==> src/rtl/fetch_align.sv <==
// Instruction fetch aligner: word fetches into a 4-halfword buffer, one RVC parcel
// or 32-bit (possibly word-straddling) instruction handed to decode per handshake.
module fetch_align #(
  parameter logic [31:0] RESET_PC = 32'h0
) (
  input  logic        clock,
  input  logic        reset,
  input  logic        flush,
  input  logic [31:0] flush_pc,
  output logic        mem_valid,
  output logic [31:0] mem_addr,
  input  logic        mem_ready,
  input  logic [31:0] mem_rdata,
  output logic        out_valid,
  input  logic        out_ready,
  output logic [31:0] out_instr,
  output logic [31:0] out_pc,
  output logic        out_rvc
);

  logic [3:0][15:0] hbuf_q, hbuf_d;
  logic [2:0]       cnt_q, cnt_d;
  logic [31:0]      fetch_addr_q, fetch_addr_d;
  logic [31:0]      head_pc_q, head_pc_d;
  logic             skip_low_q, skip_low_d;

  logic        head_rvc, have_instr, accept, xfer;
  logic [1:0]  pop, push;
  logic [2:0]  rem;
  logic [15:0] p0, p1;

  assign head_rvc   = hbuf_q[0][1:0] != 2'b11;
  assign have_instr = head_rvc ? (cnt_q >= 3'd1) : (cnt_q >= 3'd2);

  // Gate on the pre-pop count so a full pop+push can never overflow the buffer.
  assign mem_valid = !reset && !flush && (cnt_q <= 3'd2);
  assign mem_addr  = fetch_addr_q;
  assign out_valid = have_instr && !flush && !reset;
  assign out_rvc   = head_rvc && (cnt_q != 3'd0);
  assign out_instr = head_rvc ? {16'h0, hbuf_q[0]} : {hbuf_q[1], hbuf_q[0]};
  assign out_pc    = head_pc_q;

  assign accept = mem_valid && mem_ready;
  assign xfer   = out_valid && out_ready;
  assign pop    = xfer ? (head_rvc ? 2'd1 : 2'd2) : 2'd0;
  assign push   = accept ? (skip_low_q ? 2'd1 : 2'd2) : 2'd0;
  assign rem    = cnt_q - {1'b0, pop};
  assign p0     = skip_low_q ? mem_rdata[31:16] : mem_rdata[15:0];
  assign p1     = mem_rdata[31:16];

  // Survivors slide to the head, then the new halfwords append behind them.
  always_comb begin
    hbuf_d = '0;
    for (int i = 0; i < 4; i++) begin
      if (3'(i) < rem)
        hbuf_d[i] = hbuf_q[2'(i) + pop];
      else if (3'(i) == rem && push != 2'd0)
        hbuf_d[i] = p0;
      else if (3'(i) == rem + 3'd1 && push == 2'd2)
        hbuf_d[i] = p1;
    end
  end

  always_comb begin
    cnt_d        = rem + {1'b0, push};
    head_pc_d    = head_pc_q + {29'h0, pop, 1'b0};
    fetch_addr_d = accept ? fetch_addr_q + 32'd4 : fetch_addr_q;
    skip_low_d   = accept ? 1'b0 : skip_low_q;
  end

  always_ff @(posedge clock) begin
    if (reset) begin
      hbuf_q       <= '0;
      cnt_q        <= '0;
      head_pc_q    <= RESET_PC;
      fetch_addr_q <= RESET_PC & ~32'h3;
      skip_low_q   <= RESET_PC[1];
    end else if (flush) begin
      cnt_q        <= '0;
      head_pc_q    <= flush_pc & ~32'h1;
      fetch_addr_q <= flush_pc & ~32'h3;
      skip_low_q   <= flush_pc[1];
    end else begin
      hbuf_q       <= hbuf_d;
      cnt_q        <= cnt_d;
      head_pc_q    <= head_pc_d;
      fetch_addr_q <= fetch_addr_d;
      skip_low_q   <= skip_low_d;
    end
  end

endmodule
==> config.mk <==
export PLATFORM = sky130hd
export DESIGN_NAME = fetch_align
export DESIGN_NICKNAME = d
export VERILOG_FILES = /design/src/rtl/fetch_align.sv
export SDC_FILE = /design/constraint.sdc
export NUM_CORES = 1
export LEC_CHECK = 0
export CAP_MARGIN = 25
export CORE_ASPECT_RATIO = 1.2
export CORE_MARGIN = 2
export CORE_UTILIZATION = 28
export CTS_CLUSTER_DIAMETER = 40
export DETAILED_ROUTE_END_ITERATION = 8
export PLACE_DENSITY_LB_ADDON = 0.05
export SETUP_SLACK_MARGIN = 0.5
export SLEW_MARGIN = 20
export SYNTH_ARGS = -nofsm -noshare
export SYNTH_HDL_FRONTEND = slang
export SYNTH_SLANG_ARGS = --single-unit
==> constraint.sdc <==
create_clock -name clock -period 7.35 [get_ports clock]
set_input_delay 1.47 -clock clock [delete_from_list [all_inputs] [get_ports clock]]
set_output_delay 1.47 -clock clock [all_outputs]
set_load 0.005 [all_outputs]
Word level (Yosys, flattened, before mapping)

Cells that the tools add are included.

Add/subtract/negate cells: 8
Magnitude comparators: 11
Equality and inequality tests: 8
Multiplexer cells: 32
Reduce and logical (&&, ||, !) cells: 23

Operators by type and width:

| operator                | count |
|---|---|
| $mux W16                | 17 |
| $bmux W16 S2            | 4 |
| $mux W32                | 4 |
| $add A32 B3 Y32         | 1 |
| $add A32 B3 Y32 const B | 1 |
| $logic_and A1 B1 Y1     | 15 |
| $eq A2 B3 Y1 const A    | 4 |
| $lt A2 B3 Y1 const B    | 4 |
| $mux W2                 | 4 |
| $eq A1 B3 Y1 const A    | 2 |
| $logic_not A3 Y1        | 2 |
| $lt A1 B3 Y1 const A    | 2 |
| $lt A2 B3 Y1 const A    | 2 |
| $add A2 B2 Y2 const A   | 2 |
| $reduce_bool A2 Y1      | 2 |
| $add A3 B1 Y3 const B   | 1 |
| $add A3 B2 Y3           | 1 |
| $ge A3 B1 Y1 const B    | 1 |
| $ge A3 B2 Y1 const B    | 1 |
| $le A3 B2 Y1 const B    | 1 |
| $mux W1                 | 3 |
| $reduce_bool A3 Y1      | 1 |
| $sub A3 B2 Y3           | 1 |
| $add A1 B2 Y2 const A   | 1 |
| other kinds (4)         | 5 |

Flip-flop bits (word level): 132
Input port bits: 69
Output and inout bits: 99
Word-level logic and storage cells: 92

Logic depth before layout (Yosys ltp)

Gate-level depths: netlist of the first run.

Depth in word-level cells: 13
Mapped depth: 14

Worst setup path before layout of the first run

No wires, ideal clock.

Path kind: input to register
Start: input port flush
End: register hbuf_q[44] (netlist bit)
Data arrival time: 4.563 ns
Data required time: 7.214 ns
Path slack: 2.651 ns
Stages: 14
Path buffers: 3
Path through: buf_6 -> nor3b_2 -> o21ai_1 -> nor2_1 -> ha_1 -> inv_1 -> fa_1 -> inv_1 -> o21ai_0 -> clkbuf_1 -> clkbuf_1 -> a21oi_1 -> a221oi_1 -> a211oi_1

Cells in the longest elaborated chain, start to end: 12

RTL lines:

| element                           | RTL line | source |
|---|---|---|
| start: declaration                | 8        | `input logic flush,` |
| $logic_not A1 Y1                  | 36, 38   |  |
| $logic_and A1 B1 Y1 (2 in series) | 38       | `assign out_valid = have_instr && !flush && !reset;` |
| $logic_and A1 B1 Y1               | 44       | `assign xfer = out_valid && out_ready;` |
| $mux W2                           | 45       | `assign pop = xfer ? (head_rvc ? 2'd1 : 2'd2) : 2'd0;` |
| $sub A3 B2 Y3                     | 47       | `assign rem = cnt_q - {1'b0, pop};` |
| $add A3 B1 Y3                     | 59       | `else if (3'(i) == rem + 3'd1 && push == 2'd2)` |
| $eq A2 B3 Y1                      | 59       |  |
| $logic_and A1 B1 Y1               | 59       |  |
| $mux W16                          | 59       |  |
| $mux W16                          | 57       | `else if (3'(i) == rem && push != 2'd0)` |
| $mux W16                          | 55       | `if (3'(i) < rem)` |
| end signal: assignment            | 84       | `hbuf_q <= hbuf_d;` |
| end: declaration                  | 21       | `logic [3:0][15:0] hbuf_q, hbuf_d;` |

Several ways; a longest one is shown, not always the timed one. The select of a mux whose other input is x is not followed.
A chain may end at the register's enable or synchronous reset.

Worst setup path in the final report of the first run

Start: input port reset
End: output port out_valid

Cells in the longest elaborated chain, start to end: 2

RTL lines:

| element             | RTL line | source |
|---|---|---|
| start: declaration  | 7        | `input logic reset,` |
| $logic_not A1 Y1    | 38       |  |
| $logic_and A1 B1 Y1 | 38       |  |
| end: declaration    | 14       | `output logic out_valid,` |

Every way passes these cells.

==> out/qor.yml, run 1 <==
synth_seq_area_share_pct: 32.3
h-tree-depth: 4
ir_worst_vdd_uv: 90.9
wl_met1_um: 14200
clk_latency_ns: 0.43
highest_layer: "met5"
critPathKind: "primary input to primary output"
crit_fanout: 70
grt_pass1_vias: 8113
start_kind: "primary input"
layout_min_cycle_time_ns: 5.59
rsz0062_at_grt: "false"
gp_congestion: 0.790
cts_buffers: 17
met2_length_um: 16000
ctsResizeCount: 0
std_cell_rows: 67
cts.sinks: 129
cts_hold_buffers: 0
cp.arrival_ns: 4.12
path_clk_slew_ns: 0.06
leakage_uw: 0.00377
maxSlewViolCount: 0
outcome: "finished, final reports clean"
cts_tree: "built"
max_stage_delay_ns: 0.81
antenna_found_initial: 3
wl_per_cell_um: 21.4
portBuffers: 163
hpwlAfterDp_um: 22000
holdCritPathClass: "flop to flop"
drc_errors: 0
crit_path_end_kind: "primary output"
ys.flop_type: "dfxtp_1"
drv_cap: 0
firstDrtPassIters: 5
layout_worst_path_cycle_share_pct: 76.0
grt_pass1_wl_um: 49700
async_flop_share_pct: 0
antenna_left: 0
path_delay_family: "buffers and inverters"
vias: 8311
cp_cell_sequence: "buf_2 > buf_4 > clkinv_1 > nand2_1 > a21oi_1 > clkdlybuf4s50_1"
synth_area_leaders: "dfxtp_1, mux2i_1, nand2_1"
start_util_pct: 28.6
timing_worst_slew_pin_value_ns: 1.00
setup_total_negative_slack_ns: 0
yosys.area.top_type: "dfxtp_1"
chipHeight_um: 189
vias_per_cell: 5.41
synth.avg_cell_area_um2: 7.87
fin_nets: 1219
p_per_area_mw_per_mm2: 180
setup_viol: 0
wl_um: 32900
num-fill-cells: 2985
ios: 168
gr-total-overflow: 0
clockBufferDepth: 2
netlist_instances: 1017
drtIter0Drc: 616
root_buffer: "clkbuf_16"
synth_warnings: 0
holdWs_ns: 0.484
fin_util_pct: 37.4
ys_types: 73
crit_buf_inv: 4
ys_ff_latch: 129
timing.slew.headroom_pct: 33.2
area.growth.synth_to_final_pct: 31.0
wl_met3_um: 2070
synth_edf_count: 0
worst_path_max_delay_cell: "buf_4"
hold_viol_final: 0
cp_data_required_time_ns: 5.88
grt_max_degree: 71
drive_gt1_share_pct: 7.19
core_mm2: 0.0280
die-area_mm2: 0.0299
die_w_um: 158
fin_worst_skew_ns: 0.00815
grt_util_all_layers_pct: 22.0
synth_top_area_share_pct: 32.3
max_freq_mhz: 179
synthesis.area_mm2: 0.00800
postCtsSetupBuffers: 0
[area by class of cell]
type	count	area [µm²]	area share, %
repair buffers	190	1860	17.7
flip-flops and latches	129	2580	24.7
multi-input cells	774	4900	46.7
diodes	2	5.00	0.0478
inverters	30	113	1.07
well taps	379	474	4.52
clock buffers	25	495	4.73
clock inverters	6	55.1	0.525
[worst reg2reg max path, delay by kind of cell, from the launching register on]
kind                       cells  cell delay (ns)
adders and majority gates      2             0.43
DFF                            1             0.86
and+or+nand+nor                3             1.07
buffers and inverters          3             0.64
AOI/OAI and AO/OA              4             0.75
xor gates and xnor gates       1             0.46
[layout by cell type (no fill, tap or decap), drive strengths merged, types with 28 or more instances in the layout]
cell,count
a21oi,77
buf,29
clkdlybuf4s50,161
dfxtp,129
a221oi,28
xnor2,29
nand2,133
inv,29
nor2,81
nand3,42
mux2i,60
o21ai,58
[layer usage]
metal  track usage (%)  vias up
li1                  -     4000
met1              27.5     3976
met2              37.1      291
met3              5.45       42
met4              6.58        2
met5                 0        -
[power breakdown]
| part | switching (µW) | total [µW] | internal, µW |
|---|---|---|---|
| logic | 131 | 266 | 135 |
| registers | 47.7 | 783 | 735 |
| clock network | 338 | 835 | 497 |
| total | 518 | 1880 | 1370 |
[sequential cells by signal, indices dropped and copies added, names as in the netlist]
signal	flops
hbuf_q	64
out_pc	31
mem_addr	30
cnt_q	3
skip_low_q	1
[kinds of logic after synthesis]
family | count (synthesis) | share of synthesized area [%]
simple gates | 362 | 21.6
compound gates | 302 | 25.9
mux | 62 | 7.79
buf+inv | 116 | 6.71
xor+xnor | 37 | 4.14
flops | 129 | 32.3
other cells | 1 | 0.0469
fa+ha+maj | 8 | 1.53
[cell usage after synthesis (17+ instances only)]
master      n
a221oi_1   27
inv_1      28
a21oi_1    76
mux2i_1    60
o21ai_0    56
a211oi_1   22
dfxtp_1   129
buf_4      20
clkbuf_1   48
nand2_1   133
nor2_1     81
nand4_1    17
nand3_1    42
o221ai_1   22
xnor2_1    29
[final timing paths]
kind	startpoint	to	slack, ns	cells after the start
hold / removal	hbuf_q[26]	hbuf_q[26]	0.48	2
setup / recovery	reset	out_valid	1.76	6
hold reg to reg	hbuf_q[26]	hbuf_q[26]	0.48	2
setup reg to reg	hbuf_q[1]	hbuf_q[42]	3.03	13
[metrics by stage]
stage	cell area (µm²)	setup slack [ns]	power [µW]	cells
6_report	10500	1.76	1880	1535
2_1_floorplan	8010	2.65	912	1019
3_5_place_dp	9890	1.51	1060	1500
5_1_grt	10500	1.60	1950	1533
3_3_place_gp	9870	1.46	1060	1499
4_1_cts	10400	1.79	1900	1531
No activity file was read; power rests on OpenSTA's default activity.
==> inputs of run 2 (changes only) <==
- clock period: 7.35 -> 4.5 ns (I/O delays scaled with it)
==> run 2 against run 1 <==
First-iteration DRC count decreased by 17%; die area unchanged; sequential power increased by 62%; critical path depth increased by 5; critical path type is now primary input to flop.
==> out/qor.yml, run 2 (synthesis gave the netlist of run 1 again) <==
outcome: "finished, final reports clean"
core_mm2: 0.0280
clockBufferDepth: 2
grt_util_all_layers_pct: 22.3
chipHeight_um: 189
layout_common_cells: "clkdlybuf4s50_1, nand2_1, dfxtp_1, nor2_1, a21oi_1"
wl_met1_um: 14300
layout_worst_path_cycle_share_pct: 84.6
fin_nets: 1240
portBuffers: 163
vias: 8391
path_delay_family: "simple AND/OR/NAND/NOR gates"
drive_gt1_share_pct: 9.69
cp.arrival_ns: 4.11
rsz0062_at_grt: "true"
crit_path_end_kind: "flop"
setup_viol: 0
crit_buf_inv: 3
top_register: "hbuf_q"
grt_pass1_wl_um: 50700
die-area_mm2: 0.0299
max_stage_delay_ns: 0.62
p_per_area_mw_per_mm2: 303
max_freq_mhz: 263
cp-startpoint: "out_ready"
cp_cell_sequence: "clkdlybuf4s50_1 > or3b_2 > nor3_2 > inv_1 > fa_2 > and3b_1 > nand2_1 > nor2_1 > buf_4 > a221oi_1 > a2111oi_0"
hpwlAfterDp_um: 22500
reg2reg_from: "cnt_q[2]"
ios: 168
cts.sinks: 129
highest_layer: "met5"
root_buffer: "clkbuf_16"
antenna_found_initial: 3
cts_hold_buffers: 0
clk_latency_ns: 0.43
power_frac_seq_pct: 39.1
dpl_worst_slack_ns: 0.0992
pwr-share-clk_pct: 47.3
timing.slew.headroom_pct: 49.8
wl_per_cell_um: 21.4
holdWs_ns: 0.483
antenna_left: 0
drc_errors: 0
power.share.switching_pct: 27.5
cts_tree: "built"
p_switching_uw: 897
final_common_cell: "clkdlybuf4s50_1"
timing_worst_slew_pin_value_ns: 0.746
min_from: "hbuf_q[26]"
hold_viol_final: 0
finalPower_uw: 3260
wl_um: 33300
fin_worst_skew_ns: 0.0150
h-tree-depth: 4
drv_cap: 0
combPwrFrac_pct: 13.7
firstDrtPassIters: 4
holdCritPathClass: "flop to flop"
cp_data_required_time_ns: 4.80
fin_util_pct: 38.5
die_w_um: 158
met2_length_um: 16500
drtIter0Drc: 513
setup_slack_ns: 0.691
grt_pass1_vias: 8545
vias_per_cell: 5.39
largest_reg_flops: 64
ir_worst_vdd_uv: 170
critPathKind: "primary input to flop"
start_kind: "primary input"
crit_fanout: 13
start_util_pct: 28.6
intPower_uw: 2360
area.growth.synth_to_final_pct: 34.6
std_cell_rows: 67
layout_min_cycle_time_ns: 3.81
gr-total-overflow: 0
worst_path_max_delay_cell: "fa_2"
leakage_uw: 0.00390
path_clk_slew_ns: 0.06
setup_total_negative_slack_ns: 0
cts_buffers: 17
grt_max_degree: 63
maxSlewViolCount: 0
gp_congestion: 0.769
wl_met3_um: 1740
## run 2: cell types whose count changed in the layout (fill, tap and decap cells not counted), moves of 4 or more
| cell | before | now |
|---|---|---|
| buf_4 | 24 | 44 |
| clkinv_4 | 0 | 5 |
| clkinv_2 | 5 | 0 |
| clkbuf_8 | 4 | 0 |
## run 2: routing by layer
metal | track usage (%) | up-vias
met3 | 4.78 | 52
met5 | 0 | -
met2 | 38.5 | 243
met1 | 27.8 | 4045
met4 | 6.55 | 4
li1 | - | 4047
## run 2: path summary, 6_finish.rpt
| path | slack, ns | endpoint | depth (start not counted) |
|---|---|---|---|
| setup / recovery | 0.69 | hbuf_q[59] | 11 |
| hold / removal | 0.48 | hbuf_q[26] | 2 |
| setup reg to reg | 1.14 | out_pc[31] | 13 |
| hold reg to reg | 0.48 | hbuf_q[26] | 2 |
## run 2: worst reg2reg max path, stage by stage (launching register included)
cell and delay (ns):
dfxtp_1 0.60, or2_2 0.20, o21ai_1 0.10, nor2_2 0.16
buf_4 0.21, ha_1 0.20, inv_1 0.06, fa_1 0.43
nor2b_1 0.30, nand4_1 0.14, buf_4 0.20, nor4_1 0.36
xor2_1 0.12, a22o_1 0.19
## run 2: repair_timing
item	CTS	global route
resized for setup	0	10
setup endpoints to repair	0	47
buffers inserted	0	2
## run 2: per-stage QoR
stage / instances / cell area (µm²)
3_5_place_dp: 1521 / 10100
4_1_cts: 1553 / 10700
3_3_place_gp: 1521 / 10100
6_report: 1556 / 10800
2_1_floorplan: 1019 / 8010
5_1_grt: 1555 / 10800
## run 2: layout make-up
cell class                      count  area [µm²]
Clock inverter                     14         205
Antenna cell                        1        2.50
Multi-Input combinational cell    774        4940
Fill cell                        2981       17200
Sequential cell                   129        2580
Timing Repair Buffer              211        2020
Inverter                           30         113
Tap cell                          379         474
Clock buffer                       18         429
## run 2: power groups by stage
stage | Clock, µW | Combinational (µW) | Sequential (µW)
after floorplan | 0 | 213 | 1280
after global placement | 0 | 444 | 1300
after detailed placement | 0 | 445 | 1300
after CTS | 1570 | 447 | 1270
after global routing | 1620 | 486 | 1280
final | 1540 | 445 | 1270
